**src/rtl/mem_io_pkg.sv**
```systemverilog
// rtl/mem_io_pkg.sv - shared command, address and state encodings for the memory/IO responder
package mem_io_pkg;

  typedef enum logic [1:0] {
    MEM_NONE  = 2'b00,
    MEM_READ  = 2'b01,
    MEM_WRITE = 2'b10,
    MEM_RSVD  = 2'b11
  } mem_cmd_e;

  localparam logic [8:0] LED_ADDR_DEFAULT = 9'h100;
  localparam logic [8:0] SW_ADDR_DEFAULT  = 9'h140;

  typedef enum logic [1:0] {
    IDLE = 2'd0,
    WAIT = 2'd1,
    RESP = 2'd2
  } resp_state_e;

endpackage

```
**src/rtl/ram_sp.sv**
```systemverilog
// rtl/ram_sp.sv - single-port synchronous RAM with registered, read-enabled output
module ram_sp #(
  parameter int    DATA_W    = 16,
  parameter int    AW        = 8,
  parameter string INIT_FILE = ""
) (
  input  logic              clk,
  input  logic              en,
  input  logic              we,
  input  logic [AW-1:0]     addr,
  input  logic [DATA_W-1:0] din,
  output logic [DATA_W-1:0] dout
);

  logic [DATA_W-1:0] mem [2**AW];
  logic [DATA_W-1:0] dout_q;

  // dout only moves on a read so the last loaded word stays visible
  always_ff @(posedge clk) begin
    if (we) mem[addr] <= din;
    if (en) dout_q <= mem[addr];
  end

  assign dout = dout_q;

endmodule

```
**src/rtl/mem_io_responder.sv**
```systemverilog
// rtl/mem_io_responder.sv - RAM/switch/LED responder with 4-phase cmd/ready handshake and wait states
module mem_io_responder
  import mem_io_pkg::*;
#(
  parameter int                ADDR_W      = 9,
  parameter int                DATA_W      = 16,
  parameter int                RAM_AW      = 8,
  parameter int                WAIT_CYCLES = 1,
  parameter logic [ADDR_W-1:0] LED_ADDR    = LED_ADDR_DEFAULT,
  parameter logic [ADDR_W-1:0] SW_ADDR     = SW_ADDR_DEFAULT
) (
  input  logic              clk,
  input  logic              reset,
  input  logic [1:0]        mem_cmd,
  input  logic [ADDR_W-1:0] mem_addr,
  input  logic [DATA_W-1:0] write_data,
  output logic [DATA_W-1:0] read_data,
  output logic              mem_ready,
  output logic              err,
  input  logic [7:0]        SW,
  output logic [7:0]        LEDR
);

  localparam logic [3:0] CNT_INIT = (WAIT_CYCLES == 0) ? 4'd0 : 4'(WAIT_CYCLES - 1);

  resp_state_e       state_q, state_d;
  logic [1:0]        cmd_q, cmd_d;
  logic [ADDR_W-1:0] addr_q, addr_d;
  logic [DATA_W-1:0] wdata_q, wdata_d;
  logic [3:0]        cnt_q, cnt_d;
  logic              ready_q, ready_d;
  logic              err_q, err_d;
  logic [7:0]        led_q, led_d;
  logic [DATA_W-1:0] rd_hold_q, rd_hold_d;
  logic              rd_from_ram_q, rd_from_ram_d;

  logic [1:0]        act_cmd;
  logic [ADDR_W-1:0] act_addr;
  logic [DATA_W-1:0] act_wdata;
  logic              action;
  logic              in_ram;
  logic              ram_we;
  logic              ram_en;
  logic [DATA_W-1:0] ram_dout;

  // With zero wait states the action edge is the accept edge, so use the live inputs there
  always_comb begin
    act_cmd   = (state_q == IDLE) ? mem_cmd    : cmd_q;
    act_addr  = (state_q == IDLE) ? mem_addr   : addr_q;
    act_wdata = (state_q == IDLE) ? write_data : wdata_q;
    action    = ((state_q == IDLE) && (mem_cmd != MEM_NONE) && (WAIT_CYCLES == 0)) ||
                ((state_q == WAIT) && (cnt_q == 4'd0));
    in_ram    = (act_addr[ADDR_W-1:RAM_AW] == '0);
    ram_we    = action && (act_cmd == MEM_WRITE) && in_ram;
    ram_en    = action && (act_cmd == MEM_READ) && in_ram;
  end

  always_comb begin
    state_d       = state_q;
    cmd_d         = cmd_q;
    addr_d        = addr_q;
    wdata_d       = wdata_q;
    cnt_d         = cnt_q;
    led_d         = led_q;
    rd_hold_d     = rd_hold_q;
    rd_from_ram_d = rd_from_ram_q;

    case (state_q)
      IDLE: begin
        if (mem_cmd != MEM_NONE) begin
          cmd_d   = mem_cmd;
          addr_d  = mem_addr;
          wdata_d = write_data;
          cnt_d   = CNT_INIT;
          state_d = (WAIT_CYCLES == 0) ? RESP : WAIT;
        end
      end
      WAIT: begin
        if (cnt_q == 4'd0) state_d = RESP;
        else               cnt_d   = cnt_q - 4'd1;
      end
      RESP: begin
        if (mem_cmd == MEM_NONE) state_d = IDLE;
      end
      default: state_d = IDLE;
    endcase

    ready_d = (state_d == RESP);
    err_d   = err_q && (state_d == RESP);

    if (action) begin
      case (act_cmd)
        MEM_READ: begin
          if (in_ram) begin
            rd_from_ram_d = 1'b1;
          end else if (act_addr == SW_ADDR) begin
            rd_hold_d     = {{(DATA_W-8){1'b0}}, SW};
            rd_from_ram_d = 1'b0;
          end else begin
            err_d         = 1'b1;
            rd_hold_d     = '0;
            rd_from_ram_d = 1'b0;
          end
        end
        MEM_WRITE: begin
          if (!in_ram) begin
            if (act_addr == LED_ADDR) led_d = act_wdata[7:0];
            else                      err_d = 1'b1;
          end
        end
        default: err_d = 1'b1;
      endcase
    end
  end

  always_ff @(posedge clk or posedge reset) begin
    if (reset) begin
      state_q       <= IDLE;
      cmd_q         <= MEM_NONE;
      addr_q        <= '0;
      wdata_q       <= '0;
      cnt_q         <= '0;
      ready_q       <= 1'b0;
      err_q         <= 1'b0;
      led_q         <= '0;
      rd_hold_q     <= '0;
      rd_from_ram_q <= 1'b0;
    end else begin
      state_q       <= state_d;
      cmd_q         <= cmd_d;
      addr_q        <= addr_d;
      wdata_q       <= wdata_d;
      cnt_q         <= cnt_d;
      ready_q       <= ready_d;
      err_q         <= err_d;
      led_q         <= led_d;
      rd_hold_q     <= rd_hold_d;
      rd_from_ram_q <= rd_from_ram_d;
    end
  end

  ram_sp #(
    .DATA_W (DATA_W),
    .AW     (RAM_AW)
  ) u_ram (
    .clk  (clk),
    .en   (ram_en),
    .we   (ram_we),
    .addr (act_addr[RAM_AW-1:0]),
    .din  (act_wdata),
    .dout (ram_dout)
  );

  assign read_data = rd_from_ram_q ? ram_dout : rd_hold_q;
  assign mem_ready = ready_q;
  assign err       = err_q;
  assign LEDR      = led_q;

endmodule

```
**config.mk**
```make
export PLATFORM = sky130hd
export DESIGN_NAME = mem_io_responder
export DESIGN_NICKNAME = d
export VERILOG_FILES = /design/src/rtl/mem_io_pkg.sv /design/src/rtl/ram_sp.sv /design/src/rtl/mem_io_responder.sv
export SDC_FILE = /design/constraint.sdc
export NUM_CORES = 2
export LEC_CHECK = 0
export CAP_MARGIN = 20
export CORE_MARGIN = 2
export CORE_UTILIZATION = 60
export DETAILED_ROUTE_END_ITERATION = 7
export PLACE_DENSITY = 0.74
export SETUP_SLACK_MARGIN = 0.02
export SYNTH_ARGS = -nofsm -noshare
export SYNTH_HDL_FRONTEND = slang
export SYNTH_SLANG_ARGS = --single-unit
```
**constraint.sdc**
```tcl
create_clock -name clk -period 7.02 [get_ports clk]
set_input_delay 1.404 -clock clk [delete_from_list [all_inputs] [get_ports clk]]
set_output_delay 1.404 -clock clk [all_outputs]
set_load 0.02 [all_outputs]
```
==> impl_metrics.env <==
export IMPL_cpPeakStageDelay_ns=0.96
export IMPL_power_leakage_nw=53.1
export IMPL_crit_slowest_cell="o41ai_2"
export IMPL_firstDrtPassIters=8
export IMPL_powerDensity_nw_per_um2=448
export IMPL_arrival_ns=6.31
export IMPL_num_vias=92400
export IMPL_hold_viol=0
export IMPL_cp_common_cell="buf_12"
export IMPL_synthCells=8736
export IMPL_grt_util_all_layers_pct=32.9
export IMPL_clk_pin_slew_worst_paths_ns=0.06
export IMPL_synth_area_um2=154000
export IMPL_finish_utilization_pct=68.3
export IMPL_end_kind="register"
export IMPL_holdCritStartpoint="wdata_q[5]"
export IMPL_cap_violations=0
export IMPL_rsz0062_at_grt="false"
export IMPL_synth_seq_cells=4164
export IMPL_violations="design-rule violations, max-slew violations"
export IMPL_worstRegToRegCells=10
export IMPL_hold_ws_ns=0.507
export IMPL_fp_dieH_um=510
export IMPL_drv_slew=65
export IMPL_start_util_pct=60.4
export IMPL_grt_pass1_vias=88000
export IMPL_async_flop_share_pct=1.25
export IMPL_clock_skew_ns=0.0674
export IMPL_syn_num_nets=8776
export IMPL_syn_avg_cell_area_um2=17.6
export IMPL_ys_warn_count=0
export IMPL_drive_above_1_share_pct=13.0
export IMPL_hold_class="reg2reg"
export IMPL_cts_tree="done"
export IMPL_nNetsFinal=9162
export IMPL_ios=63
export IMPL_p_total_mw=77.9
export IMPL_yosysSeqAreaShare_pct=81.2
export IMPL_syn_to_final_growth_pct=13.0
export IMPL_die_area_um2=260000
export IMPL_fin_setup_tns_ns=0
export IMPL_finalSetupViolCount=0
export IMPL_avgViaCountPerCell=7.18
export IMPL_ctsResizeCount=0
export IMPL_rrSetupSlack_ns=1.41
export IMPL_final_antenna_net_count=0
export IMPL_worstSetupPathType="reg2reg"
export IMPL_tightestPinTransition_ns=1.57
export IMPL_r2r_start="state_q[0]"
export IMPL_outcome="finished with violations"
export IMPL_dp_cells=12100
export IMPL_cp_num_buf_inv=3
export IMPL_finalCritPeriodShare_pct=79.9
export IMPL_synth_area_top_cells="edfxtp_1 (80%), a22oi_1 (10%), a21oi_1 (3.3%)"
export IMPL_max_freq_mhz=178
export IMPL_postCtsSetupBuffers=0
export IMPL_cts_hold_buffers=0
export IMPL_synth_edff_count=4112
export IMPL_startpoint_type="register"
export IMPL_synth_main_ff_cell="edfxtp_1"
export IMPL_drcViolationCount=2
export IMPL_cts_inserted_buffers=401
export IMPL_root_buffer="clkbuf_16"
export IMPL_r2r_end="u_ram.dout[6]"
export IMPL_grt_overflow=0
export IMPL_fin_crit_ns=5.61
export IMPL_clkLatencyLatePin_ns=1.00
export IMPL_core_um2=254000
export IMPL_drt_iter0_drc=16300
export IMPL_max_vdd_ir_drop_v=0.000856
export IMPL_path_delay_family="compound AO/OA/AOI/OAI gates"
export IMPL_cp_required_ns=7.72
export IMPL_cts_sinks=4164
export IMPL_portBuffers=62
export IMPL_yosys_cell_types_count=51
export IMPL_crit_fanout=65
export IMPL_final_cells=12900
export IMPL_grt_pass1_wl_um=618000
export IMPL_slew_headroom_pct=-4.65
export IMPL_cts_max_level=5
export IMPL_place_congestion=0.897
export IMPL_hpwl_um=243000
export IMPL_min_path_cells=1
export IMPL_grt_antenna_before_repair=45
export IMPL_rows=185
export IMPL_die_x_um=510
export IMPL_worstHoldEndpoint="wdata_q[5]"
export IMPL_totalWireLength_um=434000
export IMPL_grt_max_degree=209
export IMPL_crit_chain="nor2_8, o21ai_4, buf_12, buf_12, buf_4, a22oi_1, a21oi_1, o41ai_2, a41oi_1, or4_1"
export IMPL_yosys_area_top_type="edfxtp_1"
export IMPL_wl_per_cell_um=33.8
export IMPL_fill_cells=15500
export IMPL_yosys_area_top_type_share_pct=80.3
export IMPL_clk_path_buf_depth=4
-- synthesized netlist by cell type (all sizes together) (9+ instances only) --
cell type  number
o21ai          13
nor2          269
buf           331
or4            19
a22oi        2048
clkbuf        325
a41oi          64
dfrtp          52
inv            10
edfxtp       4112
a21oi        1026
mux2           41
nand2          82
or3             9
o41ai         256
nand2b         10
-- flip-flops by register name, summed over array words and instances (netlist names) --
signal	flops
cmd_q	2
rd_hold_q	8
cnt_q	4
u_ram.dout	16
u_ram.mem	4096
state_q	2
wdata_q	16
addr_q	9
err	1
rd_from_ram_q	1
LEDR	8
mem_ready	1
-- placed cells by master (no fill, tap or decap), types with 8 or more instances in the layout --
master and count:
nand2_4 18, o21ai_0 8, dfrtp_1 52, and2_1 8
nand2b_1 10, or3_2 8, nor2_1 267, a22oi_1 2048
inv_1 9, diode_2 72, buf_4 502, o41ai_2 19
buf_12 69, a22o_1 8, a21oi_1 1026, bufinv_16 31
clkdlybuf4s50_1 62, clkinv_1 91, clkinvlp_4 9, nand2_2 8
clkbuf_16 403, mux2_2 41, clkbuf_1 83, o41ai_1 237
clkinv_2 75, a41oi_1 64, edfxtp_1 4112, or4_1 18
nand2_1 56
-- how the worst max path moves through the flow --
stage | cells past startpoint | endpoint | startpoint | slack (ns)
6_report | 10 | u_ram.dout[6] | state_q[0] | 1.41
5_1_grt | 10 | u_ram.dout[13] | state_q[0] | 1.53
4_1_cts | 10 | u_ram.dout[1] | state_q[0] | 1.65
3_5_place_dp | 10 | u_ram.dout[10] | mem_addr[1] | 0.95
3_3_place_gp | 9 | u_ram.dout[8] | mem_addr[1] | 0.89
2_1_floorplan | 8 | u_ram.mem[0][7] | state_q[1] | 1.46
-- layer usage --
layer / share of wire (%) / vias to the layer above / track usage [%]
met1: 34 / 46200 / 44.1
met2: 47 / 7512 / 50.1
met5: 0.059 / - / 0
met4: 6.1 / 42 / 18.2
met3: 13 / 1272 / 8.17
li1: - / 37300 / -
-- power by group --
part           switching, mW  internal [mW]  total, mW
Sequential             0.166           32.8       32.9
Combinational           18.6           5.83       24.4
Clock                   8.89           11.7       20.5
Total                   27.6           50.2       77.9
-- final cells by class --
class	instances	area, um^2	area share, %
Sequential cell	4164	125000	71.8
Multi-Input combinational cell	3906	26400	15.2
Clock buffer	488	10400	6.00
Timing Repair Buffer	639	5820	3.35
Tap cell	3366	4210	2.42
Clock inverter	218	1870	1.08
Antenna cell	72	180	0.104
Inverter	10	37.5	0.0216
-- cell families after synthesis --
| group | after synthesis | share of synthesized area (%) |
|---|---|---|
| flops | 4164 | 81.2 |
| mux | 44 | 0.320 |
| compound gates | 3436 | 15.4 |
| buf+inv | 666 | 1.91 |
| fa+ha+maj | 3 | 0.0244 |
| simple gates | 421 | 1.20 |
| xor+xnor | 2 | 0.0114 |
-- through the flow --
step | setup WS (ns) | cell area [um^2]
after global placement | 0.885 | 161000
after global routing | 1.53 | 174000
after CTS | 1.65 | 174000
final | 1.41 | 174000
after floorplan | 1.46 | 154000
after detailed placement | 0.949 | 161000
No activity file was read; power rests on OpenSTA's default activity.
